## src/rtl/sonar_pkg.sv

```systemverilog
// Shared sonar receive-chain types and constants: FSM states, the timeout
// marker and the default datapath widths used by the FIR, echo and register blocks.
package sonar_pkg;

    localparam int DEF_N     = 16;
    localparam int DEF_CNT_W = 16;
    localparam int DEF_SHIFT = 4;

    // Reported in tof when the listen window expires without an echo.
    localparam logic [DEF_CNT_W-1:0] TOF_NONE = '1;

    typedef enum logic [1:0] {
        IDLE   = 2'd0,
        BLANK  = 2'd1,
        LISTEN = 2'd2,
        DONE   = 2'd3
    } state_t;

endpackage

```

## src/rtl/sonar_echo_detector_envelope.sv

```systemverilog
// Fast-attack / slow-decay amplitude envelope of a signed sample stream.
// env_next is exposed so the detector can compare without an extra sample of lag.
module envelope_follower
    import sonar_pkg::*;
#(
    parameter int N     = DEF_N,
    parameter int SHIFT = DEF_SHIFT
) (
    input  logic                clk,
    input  logic                rst,
    input  logic                clr,
    input  logic signed [N-1:0] x_in,
    input  logic                x_valid,
    output logic        [N-1:0] env,
    output logic        [N-1:0] env_next
);

    localparam logic [N-1:0] MAG_MAX = {1'b0, {(N-1){1'b1}}};
    localparam logic [N-1:0] X_MIN   = {1'b1, {(N-1){1'b0}}};

    logic [N-1:0] x_u;
    logic [N-1:0] mag;
    logic [N-1:0] env_q;
    logic [N-1:0] env_d;

    assign x_u = x_in;

    // The most negative input has no positive twin, so it saturates.
    always_comb begin
        mag = x_u;
        if (x_u[N-1]) begin
            if (x_u == X_MIN) begin
                mag = MAG_MAX;
            end else begin
                mag = ~x_u + 1'b1;
            end
        end
    end

    always_comb begin
        env_d = env_q;
        if (clr) begin
            env_d = '0;
        end else if (x_valid) begin
            if (mag > env_q) begin
                env_d = mag;
            end else begin
                env_d = env_q - (env_q >> SHIFT);
            end
        end
    end

    always_ff @(posedge clk) begin
        if (rst) begin
            env_q <= '0;
        end else begin
            env_q <= env_d;
        end
    end

    assign env      = env_q;
    assign env_next = env_d;

endmodule

```

## src/rtl/sonar_echo_detector.sv

```systemverilog
// Time-of-flight measurement after a transmit burst: blanking, debounced
// threshold detection on the envelope, and timeout handling.
module sonar_echo_detector
    import sonar_pkg::*;
#(
    parameter int N     = DEF_N,
    parameter int CNT_W = DEF_CNT_W,
    parameter int SHIFT = DEF_SHIFT
) (
    input  logic                clk,
    input  logic                rst,
    input  logic signed [N-1:0] x_in,
    input  logic                x_valid,
    input  logic                start,
    input  logic        [N-1:0] threshold,
    input  logic    [CNT_W-1:0] blank,
    input  logic    [CNT_W-1:0] timeout,
    input  logic          [3:0] debounce,
    output logic        [N-1:0] env,
    output logic                busy,
    output logic                done,
    output logic                detected,
    output logic    [CNT_W-1:0] tof
);

    localparam logic [CNT_W-1:0] TOF_TIMEOUT = '1;

    state_t           state_q, state_d;
    logic [CNT_W-1:0] cnt_q, cnt_d;
    logic [3:0]       deb_q, deb_d;
    logic             busy_q, busy_d;
    logic             done_q, done_d;
    logic             detected_q, detected_d;
    logic [CNT_W-1:0] tof_q, tof_d;

    logic [N-1:0]     env_next;
    logic [CNT_W-1:0] cnt_inc;
    logic [4:0]       deb_req;
    logic [4:0]       deb_p1;
    logic             above;

    // A start discards any sample arriving with it, so it also clears the envelope.
    envelope_follower #(
        .N     (N),
        .SHIFT (SHIFT)
    ) u_env (
        .clk      (clk),
        .rst      (rst),
        .clr      (start),
        .x_in     (x_in),
        .x_valid  (x_valid),
        .env      (env),
        .env_next (env_next)
    );

    assign cnt_inc = (cnt_q == '1) ? cnt_q : cnt_q + 1'b1;
    assign deb_req = (debounce == 4'd0) ? 5'd1 : {1'b0, debounce};
    assign deb_p1  = {1'b0, deb_q} + 5'd1;
    assign above   = env_next > threshold;

    always_comb begin
        state_d    = state_q;
        cnt_d      = cnt_q;
        deb_d      = deb_q;
        busy_d     = busy_q;
        done_d     = 1'b0;
        detected_d = detected_q;
        tof_d      = tof_q;

        if (start) begin
            state_d    = (blank != '0) ? BLANK : LISTEN;
            cnt_d      = '0;
            deb_d      = '0;
            busy_d     = 1'b1;
            detected_d = 1'b0;
            tof_d      = '0;
        end else begin
            case (state_q)
                BLANK: begin
                    if (x_valid) begin
                        cnt_d = cnt_inc;
                        if (cnt_q == blank - 1'b1) begin
                            state_d = LISTEN;
                        end
                    end
                end
                LISTEN: begin
                    if (x_valid) begin
                        cnt_d = cnt_inc;
                        deb_d = above ? deb_p1[3:0] : 4'd0;
                        // Detection takes priority over a coincident timeout.
                        if (above && (deb_p1 >= deb_req)) begin
                            state_d    = DONE;
                            busy_d     = 1'b0;
                            done_d     = 1'b1;
                            detected_d = 1'b1;
                            tof_d      = cnt_q;
                        end else if ((timeout != '0) && (cnt_q == timeout - 1'b1)) begin
                            state_d    = DONE;
                            busy_d     = 1'b0;
                            done_d     = 1'b1;
                            detected_d = 1'b0;
                            tof_d      = TOF_TIMEOUT;
                        end
                    end
                end
                DONE: begin
                    state_d = IDLE;
                end
                default: begin
                    state_d = IDLE;
                end
            endcase
        end
    end

    always_ff @(posedge clk) begin
        if (rst) begin
            state_q    <= IDLE;
            cnt_q      <= '0;
            deb_q      <= '0;
            busy_q     <= 1'b0;
            done_q     <= 1'b0;
            detected_q <= 1'b0;
            tof_q      <= '0;
        end else begin
            state_q    <= state_d;
            cnt_q      <= cnt_d;
            deb_q      <= deb_d;
            busy_q     <= busy_d;
            done_q     <= done_d;
            detected_q <= detected_d;
            tof_q      <= tof_d;
        end
    end

    assign busy     = busy_q;
    assign done     = done_q;
    assign detected = detected_q;
    assign tof      = tof_q;

endmodule

```

## config.mk

```make
export PLATFORM = sky130hd
export DESIGN_NAME = sonar_echo_detector
export DESIGN_NICKNAME = d
export VERILOG_FILES = /design/src/rtl/sonar_pkg.sv /design/src/rtl/sonar_echo_detector_envelope.sv /design/src/rtl/sonar_echo_detector.sv
export SDC_FILE = /design/constraint.sdc
export NUM_CORES = 1
export LEC_CHECK = 0
export CORE_ASPECT_RATIO = 0.75
export CORE_UTILIZATION = 30
export CTS_BUF_LIST = sky130_fd_sc_hd__clkbuf_8
export DETAILED_ROUTE_END_ITERATION = 6
export SLEW_MARGIN = 40
export SYNTH_ARGS = -nofsm -noshare
export SYNTH_HDL_FRONTEND = slang
export SYNTH_SLANG_ARGS = --single-unit
```

## constraint.sdc

```tcl
create_clock -name clk -period 8.45 [get_ports clk]
set_input_delay 2.1125 -clock clk [delete_from_list [all_inputs] [get_ports clk]]
set_output_delay 2.1125 -clock clk [all_outputs]
set_load 0.02 [all_outputs]
```

* Word-level counts from Yosys, hierarchy flattened *
Cells that the tools add are included.

operators by class
  add/subtract/negate cells = 6
  multiply operators = 0
  div/mod/pow operators = 0
  magnitude comparators = 3
  equal/unequal tests = 10
  shift operators = 0
  multiplexer cells = 25
  bitwise gates (word level) = 4
  reductions and logical operators = 17

operators with widths
  cell                                                                  count
  16-bit two-way mux                                                    7
  16-bit by 1-bit adder with 16-bit output, second input constant       2
  16-bit equality test                                                  2
  16-bit equality test, second input constant                           2
  16-bit greater-than comparator                                        2
  16-bit nonzero test                                                   2
  16-bit by 1-bit subtractor with 16-bit output, second input constant  2
  16-bit NOT                                                            1
  16-bit by 12-bit subtractor with 16-bit output                        1
  2-bit two-way mux                                                     7
  3-bit inequality test, second input constant                          3
  3-bit AND reduction                                                   3
  1-bit two-way mux                                                     8
  4-bit two-way mux                                                     2
  2-bit nonzero test                                                    3
  4-bit by 1-bit adder with 5-bit output, second input constant         1
  5-bit by 4-bit greater-or-equal comparator with 1-bit output          1
  4-bit zero test                                                       1
  4-bit inequality test, second input constant                          1
  2-bit case mux with 2 select lines                                    1
  4-bit AND reduction                                                   1
  2-bit OR reduction                                                    2
  4-bit OR reduction                                                    1
  1-bit NOT                                                             3
  other kinds (5)                                                       6

word-level totals
  bits in registers = 57
  bits in latches = 0
  bits in writable memories = 0
  bits in read-only memories = 0
  input port bits = 72
  output and inout bits = 35
  memories kept = 0

* Longest topological paths before layout *
Gate-level depths: netlist (run 1).

  depth after elaboration = 14
  gate-level depth with buffers = 27
  depth with buffers taken out = 25

* Cells and area by module *
A second synthesis (run 1) with hierarchy kept.

unflattened totals
  cells, all modules = 734
  area, all modules = 5,612.9 µm²

modules (own cells, without submodules)
  module               instances  cells each  area each (µm²)
  sonar_echo_detector  1          409         3,331.9
  envelope_follower    1          325         2,280.9

* Worst setup path after synthesis (run 1) *
OpenSTA, ideal clock, no wires.

  path kind = input to register
  from = input port x_in[3]
  to = register tof_q[10], in the netlist tof[10]
  data arrival time = 7,242 ps
  setup slack = 1,089 ps
  stages on the path = 24
  path through = or4_1 or4_1 o31ai_1 mux2i_1 ha_1 nand4_1 nor2_1 o21ai_0 a31o_2 a21oi_1 clkbuf_1 nor3_1 a21oi_1 a211oi_1 ha_1 a21oi_1 o21ai_0 nor2_1 a211oi_1 o211ai_1 or2_2 buf_1 clkbuf_1 o221a_2

on the way
  word-level cells in the longest chain between the ends = 12
  elaborated cells on any way between the ends = 14
  classes of those cells = add/sub (1); order compare (2); eq/ne (1); mux (6); bitwise (1); reduce/logical (3)

RTL lines
  item                                      line                                RTL
  start: declaration                        sonar_echo_detector.sv:12           input logic signed [N-1:0] x_in,
  16-bit NOT                                sonar_echo_detector_envelope.sv:35  mag = ~x_u + 1'b1;
  16-bit by 1-bit adder with 16-bit output  sonar_echo_detector_envelope.sv:35
  16-bit two-way mux                        sonar_echo_detector_envelope.sv:32  if (x_u == X_MIN) begin
  16-bit two-way mux *                      sonar_echo_detector_envelope.sv:31  if (x_u[N-1]) begin
  16-bit greater-than comparator            sonar_echo_detector_envelope.sv:45  if (mag > env_q) begin
  16-bit two-way mux *                      sonar_echo_detector_envelope.sv:45
  16-bit two-way mux *                      sonar_echo_detector_envelope.sv:44  end else if (x_valid) begin
  16-bit two-way mux *                      sonar_echo_detector_envelope.sv:42  if (clr) begin
  net env_next[5]                           sonar_echo_detector.sv:36           logic [N-1:0] env_next;
  16-bit greater-than comparator *          sonar_echo_detector.sv:59           assign above = env_next > threshold;
  1-bit logical AND *                       sonar_echo_detector.sv:92           if (above && (deb_p1 >= deb_req)) begin
  2-bit nonzero test (no line)              n/a
  3-bit AND reduction (no line)             n/a
  end signal: assignment                    sonar_echo_detector.sv:133          tof_q <= tof_d;
  end: declaration                          sonar_echo_detector.sv:34           logic [CNT_W-1:0] tof_q, tof_d;

The timed path passes the listed nets; every way through them passes the cells marked *.
A chain may end at the register's enable or synchronous reset.

* Final worst setup path (run 1) *
  from = input port x_in[3]
  to = register tof_q[0], in the netlist tof[0]

Same word-level chain as after synthesis.

==> out/results.ini, run 1 <==
[sta]
relSlewSlack_pct = 47.8
tns_ns = 0
setup_violations = 0
maxSlewViolCount = 0
hold_violations = 0
period_needed_ns = 7.78
fmax_ghz = 0.129
hold_slack_ns = 0.479
period_share_pct = 92.1
skew_ns = 0.0118
rsz0062_at_grt = no
setup_slack_ns = 0.672
tightest_slew_ns = 0.783

[critical_path]
cp-end-kind = flip-flop
arrival_ns = 8.01
path_class = primary input to flip-flop
start_kind = primary input
required_ns = 8.68
rrSetupSlack_ns = 3.30
worst-path-max-fanout = 17

[floorplan]
num_rows = 42
io_pins = 107
dieArea_um2 = 19100
die_x_um = 159
die_h_um = 120
start_util_pct = 31.1
fp.coreArea_um2 = 17900

[pwr]
seq_power_share_pct = 32.7
power_mw = 0.874
p_sw_share_pct = 35.1
p_clk_share_pct = 28.1
p_switching_mw = 0.307
p_leak_nw = 2.73
p_comb_share_pct = 39.3
ir_drop_uv = 60.5
power.internal_mw = 0.567
power_density_nw_per_um2 = 124

[synth]
synth_area_leaders = dfxtp_1, ha_1, xnor2_1
synth.most_common_cell = nor2_1
ys_warn_count = 0
synth_top_area_cell = dfxtp_1
ys_types = 66
synth_top_area_share_pct = 20.5
async_flop_share_pct = 0
synth_flop_cell = dfxtp_1
synth_area_per_cell_um2 = 7.64
synth_commonest_cells = nor2_1, dfxtp_1, inv_1
syn_inst = 728
synth_area_um2 = 5560
ys_ff_latch = 57
synth-seq-area-share_pct = 20.5
synth_edf_count = 0
synth_nets = 856

[placed_design]
placed_cell_area_um2 = 6830
routabilityCongestion = 0.877
dpl_worst_slack_ns = 0.174
place_hpwl_mm = 13.2
dpl.cell_count = 1047
port_buffers = 106

[routing]
drtAntennaViolNets = 0
drcViolationCount = 0
routed_wl_mm = 16.5
wire_per_inst_um = 15.6
vias_per_cell = 5.14
num_vias = 5468
drt_first_pass_iters = 4
drt_iter0_drc = 375

[final_layout]
diodes = 0
nets = 944
design_area_um2 = 7020
final_util_pct = 39.3
syn2layout_area_growth_pct = 26.3
finalNonFillerCells = 1063
drive_gt1_share_pct = 8.89

[clock_network]
worstSkewPairLatency_ns = 0.34
cts_max_level = 3
cts_hold_buffers = 0
numCtsBuffers = 9
path_clk_slew_ns = 0.07
clockRootBuffer = clkbuf_8
cts_setup_buffers = 0
tritoncts = built
clock_sinks = 57
clockBufferDepth = 2

[global_routing]
grt.met2_usage_pct = 23.8
busiest_layer = met1
grt_pass1_vias = 4909
grt_pass1_wl_mm = 26.5
grtUsageMet1_pct = 27.6
grt_overflow = 0
grt_start_max_net_pins = 39
antenna_found_initial = 0
grt_usage_pct = 17.3
gr-usage-met3_pct = 3.53

[run_status]
status = finished clean

[worst_hold_path]
holdCritPathClass = flip-flop to flip-flop

[run]
maxCapViolCount = 0

placed cells by master, fill, tap and decap left out, types with 6 or more instances in the layout:
cell and count:
clkdlybuf4s50_1 104, nor2_1 82, inv_1 57, dfxtp_1 57
ha_1 55, nand2_1 39, xnor2_1 36, o21ai_0 30
xor2_1 28, a21oi_1 26, nor3_1 25, nand3_1 23
nor4_1 16, o221a_2 16, nand4_1 14, a21o_1 13
or4_1 12, nor2b_1 12, o21a_1 11, a211oi_1 11
or3_1 10, mux2i_1 10, a31o_2 9, clkbuf_8 9
buf_4 9, nand2b_1 8, a31oi_1 8, and3_1 7
or2_2 6, o211ai_1 6
critical path, cell delays in order:
cell and delay (ns):
clkdlybuf4s50_1 0.45, or4_1 0.59, or4_1 0.46, o31ai_1 0.27
mux2i_1 0.28, ha_1 0.28, a21o_1 0.16, a21o_1 0.16
a211oi_1 0.38, a21oi_2 0.21, buf_4 0.25, a21bo_2 0.22
o22ai_1 0.15, nor2_1 0.07, ha_1 0.32, nand2_1 0.05
o21ai_0 0.21, nor2_1 0.06, a211oi_1 0.31, o211ai_1 0.23
or2_2 0.49, o221a_2 0.29
cell type report:
class                      count  area, um^2
fill                        1871       10800
sequential                    57        1140
timing repair buffer         115        1120
tap                          242         303
clock buffer                   9         124
multi-input combinational    577        4060
inverter                      56         210
clock inverter                 7        62.6
path summary, 6_finish.rpt:
| check | endpoint | depth (start not counted) | from |
|---|---|---|---|
| setup / recovery | tof[0] | 22 | x_in[3] |
| hold / removal | detected | 2 | detected |
| setup reg to reg | tof[0] | 18 | u_env.env[4] |
| hold reg to reg | detected | 2 | detected |
state kept, by name (all words and copies together), names as in the netlist:
| name | count |
|---|---|
| cnt_q | 16 |
| tof | 16 |
| u_env.env | 16 |
| deb_q | 4 |
| state_q | 2 |
| busy | 1 |
| detected | 1 |
| done | 1 |
timing repair:
item / CTS / global route
endpoints found under the setup margin: 0 / 16
gates resized for setup: 0 / 1
endpoints found under the hold margin: 0 / 0
kinds of logic after synthesis:
group                    count (synthesis)  share of synthesized area, %
AO/OA/AOI/OAI                          165                          21.6
XOR/XNOR                                64                          10.1
adder cells (fa/ha/maj)                 56                          12.7
buffers and inverters                   94                          6.55
flip-flops                              57                          20.5
multiplexers                            15                          2.81
AND/OR/NAND/NOR                        277                          25.7
power groups by stage:
stage                     registers (mW)  logic, mW  clock network, mW
after floorplan                    0.294      0.218                  0
after global placement             0.291      0.337                  0
after detailed placement           0.291      0.337                  0
after CTS                          0.285      0.340              0.252
after global routing               0.286      0.381              0.264
final                              0.285      0.343              0.245
routing by layer:
metal  wire (um)  vias to the layer above
met5           0                        -
met4          72                        0
met3         827                        6
met2        6450                      136
met1        9180                     2509
li1            -                     2817
(Power assumes the default switching activity.)
==> run 2, diff against run 1 <==
HOLD_SLACK_MARGIN = 0.08   (was not set)
==> results of run 2 <==
No change in the layout: final DEF, timing and power equal those of run 1.
==> run 3, diff against run 2 <==
SLEW_MARGIN = not set   (was 40)
==> run 3 against run 2 <==
Compared with the run above:
- via count rose by 0.64%
- critical endpoint unchanged
- clock-buffer cell count rose by 4
- die area did not move
- maximum frequency rose by 0.11%
- non-clock buffer count did not move
- largest cell class unchanged
- largest power group unchanged
- sequential share of layout area fell by 0.081 points
- critical path depth rose by 4
==> out/results.ini, run 3 (same netlist as run 1, synthesis figures left out) <==
[clock_network]
cts_max_level = 3  ; unchanged
clockBufferDepth = 2  ; unchanged
numCtsBuffers = 9  ; unchanged
tritoncts = built  ; unchanged
worstSkewPairLatency_ns = 0.34  ; about the same
clock_sinks = 57  ; unchanged
clockRootBuffer = clkbuf_8  ; unchanged
path_clk_slew_ns = 0.06  ; was 0.07 ns

[routing]
wire_per_inst_um = 15.6  ; about the same
drt_iter0_drc = 372  ; was 375
drtAntennaViolNets = 0  ; unchanged
vias_per_cell = 5.18  ; was 5.14
routed_wl_mm = 16.6  ; was 16.5 mm
drcViolationCount = 0  ; unchanged
drt_first_pass_iters = 4  ; unchanged
num_vias = 5503  ; was 5,468

[final_layout]
diodes = 0  ; unchanged
final_util_pct = 39.5  ; was 39.3%
nets = 944  ; unchanged
layout_commonest_cell = clkdlybuf4s50_1  ; unchanged
layout_common_cells = clkdlybuf4s50_1, nor2_1, dfxtp_1  ; was clkdlybuf4s50_1, nor2_1, inv_1, dfxtp_1, ha_1
drive_gt1_share_pct = 8.54  ; was 8.89%
syn2layout_area_growth_pct = 26.9  ; was 26.3%

[critical_path]
startpoint = x_in[1]  ; was x_in[3]
cp-end-kind = flip-flop  ; unchanged
required_ns = 8.68  ; about the same
reg2reg_from = u_env.env[4]  ; unchanged
arrival_ns = 8.00  ; was 8.01 ns
start_kind = primary input  ; unchanged
worst-path-max-fanout = 17  ; unchanged
path_class = primary input to flip-flop  ; unchanged

[floorplan]
num_rows = 42  ; unchanged
fp.coreArea_um2 = 17900  ; unchanged
die_h_um = 120  ; unchanged
die_x_um = 159  ; unchanged
start_util_pct = 31.1  ; unchanged
io_pins = 107  ; unchanged
dieArea_um2 = 19100  ; unchanged

[sta]
fmax_ghz = 0.129  ; about the same
hold_violations = 0  ; unchanged
maxSlewViolCount = 0  ; unchanged
skew_ns = 0.0118  ; about the same
period_share_pct = 91.9  ; was 92.1%
relSlewSlack_pct = 32.2  ; was 47.8%
hold_slack_ns = 0.481  ; was 0.479 ns
rsz0062_at_grt = no  ; unchanged
tightest_slew_ns = 1.01  ; was 0.783 ns
period_needed_ns = 7.77  ; was 7.78 ns
tns_ns = 0  ; unchanged
setup_violations = 0  ; unchanged

[global_routing]
grt_start_max_net_pins = 39  ; unchanged
grt_overflow = 0  ; unchanged
grt_pass1_vias = 4996  ; was 4,909
grt_pass1_wl_mm = 26.8  ; was 26.5 mm
antenna_found_initial = 0  ; unchanged
grt_usage_pct = 17.5  ; was 17.3%

[pwr]
power_mw = 0.903  ; was 0.874 mW
ir_drop_uv = 89.2  ; was 60.5 uV
power_density_nw_per_um2 = 128  ; was 124 nW/um^2
p_leak_nw = 2.73  ; about the same

[placed_design]
port_buffers = 106  ; unchanged
place_hpwl_mm = 13.3  ; was 13.2 mm
routabilityCongestion = 0.877  ; unchanged

[worst_hold_path]
min_from = detected  ; unchanged
holdCritPathClass = flip-flop to flip-flop  ; unchanged

[run_status]
status = finished clean  ; unchanged

[run]
maxCapViolCount = 0  ; unchanged

==> run 3: cell types whose count changed in the layout (fill, tap and decap cells not counted), sizes merged <==
cell	previous run	this run
buf	11	9
clkbuf	9	13
clkdlybuf4s50	104	106
clkinv	5	1
inv	57	56
==> run 3: path summary, 6_finish.rpt <==
| path | depth (start not counted) | slack [ns] | endpoint |
|---|---|---|---|
| setup / recovery | 26 | 0.68 | tof[0] |
| hold / removal | 2 | 0.48 | detected |
| hold reg to reg | 2 | 0.48 | detected |
| setup reg to reg | 18 | 3.23 | tof[0] |
==> run 3: timing repair <==
action                     CTS  global route
hold buffers                 0             0
setup buffers                0             0
gates resized for setup      0             1
setup endpoints to repair    0            16
==> run 3: power breakdown <==
part	switching [mW]	internal (mW)
Combinational	0.185	0.158
Clock	0.107	0.166
Sequential	0.00913	0.276
==> run 3: routing by layer <==
| metal | part of all wire (%) | GRT usage (%) | routed length (um) | vias to the layer above |
|---|---|---|---|---|
| met2 | 39 | 24.1 | 6470 | 152 |
| met5 | 0 | 0 | 0 | - |
| met4 | 0.80 | 3.49 | 132 | 0 |
| met3 | 5.5 | 3.04 | 911 | 10 |
| met1 | 55 | 27.6 | 9060 | 2511 |
| li1 | - | - | - | 2830 |
==> run 3: layout make-up <==
| class | instances | area (um^2) |
|---|---|---|
| tap | 242 | 303 |
| sequential | 57 | 1140 |
| multi-input combinational | 577 | 4060 |
| clock buffer | 13 | 179 |
| clock inverter | 2 | 35.0 |
| inverter | 56 | 210 |
| timing repair buffer | 115 | 1130 |
| fill | 1879 | 10800 |
==> run 3: per-stage QoR <==
step	setup WS (ns)	area, um^2	instances
5_1_grt	0.184	7050	1062
6_report	0.680	7050	1062
2_1_floorplan	1.09	5560	728
3_3_place_gp	0.261	6840	1047
3_5_place_dp	0.0791	6840	1047
4_1_cts	0.433	7050	1062
==> run 3: worst max-delay path: stages <==
cell and delay (ns):
clkdlybuf4s50_1 0.44, inv_1 0.09, ha_1 0.15, nor3b_1 0.20, buf_4 0.16, nand3_1 0.11, or2_2 0.34, o31a_1 0.24
mux2_2 0.27, ha_1 0.27, nand4_1 0.14, nor2_1 0.15, o21ai_0 0.09, a31o_2 0.24, a21oi_2 0.35, buf_4 0.29
nand2b_1 0.08, a21boi_0 0.29, nor3_1 0.10, ha_1 0.33, and3_1 0.18, nand3_1 0.13, a211oi_1 0.26, o211ai_1 0.21
or2_2 0.49, o221a_2 0.29
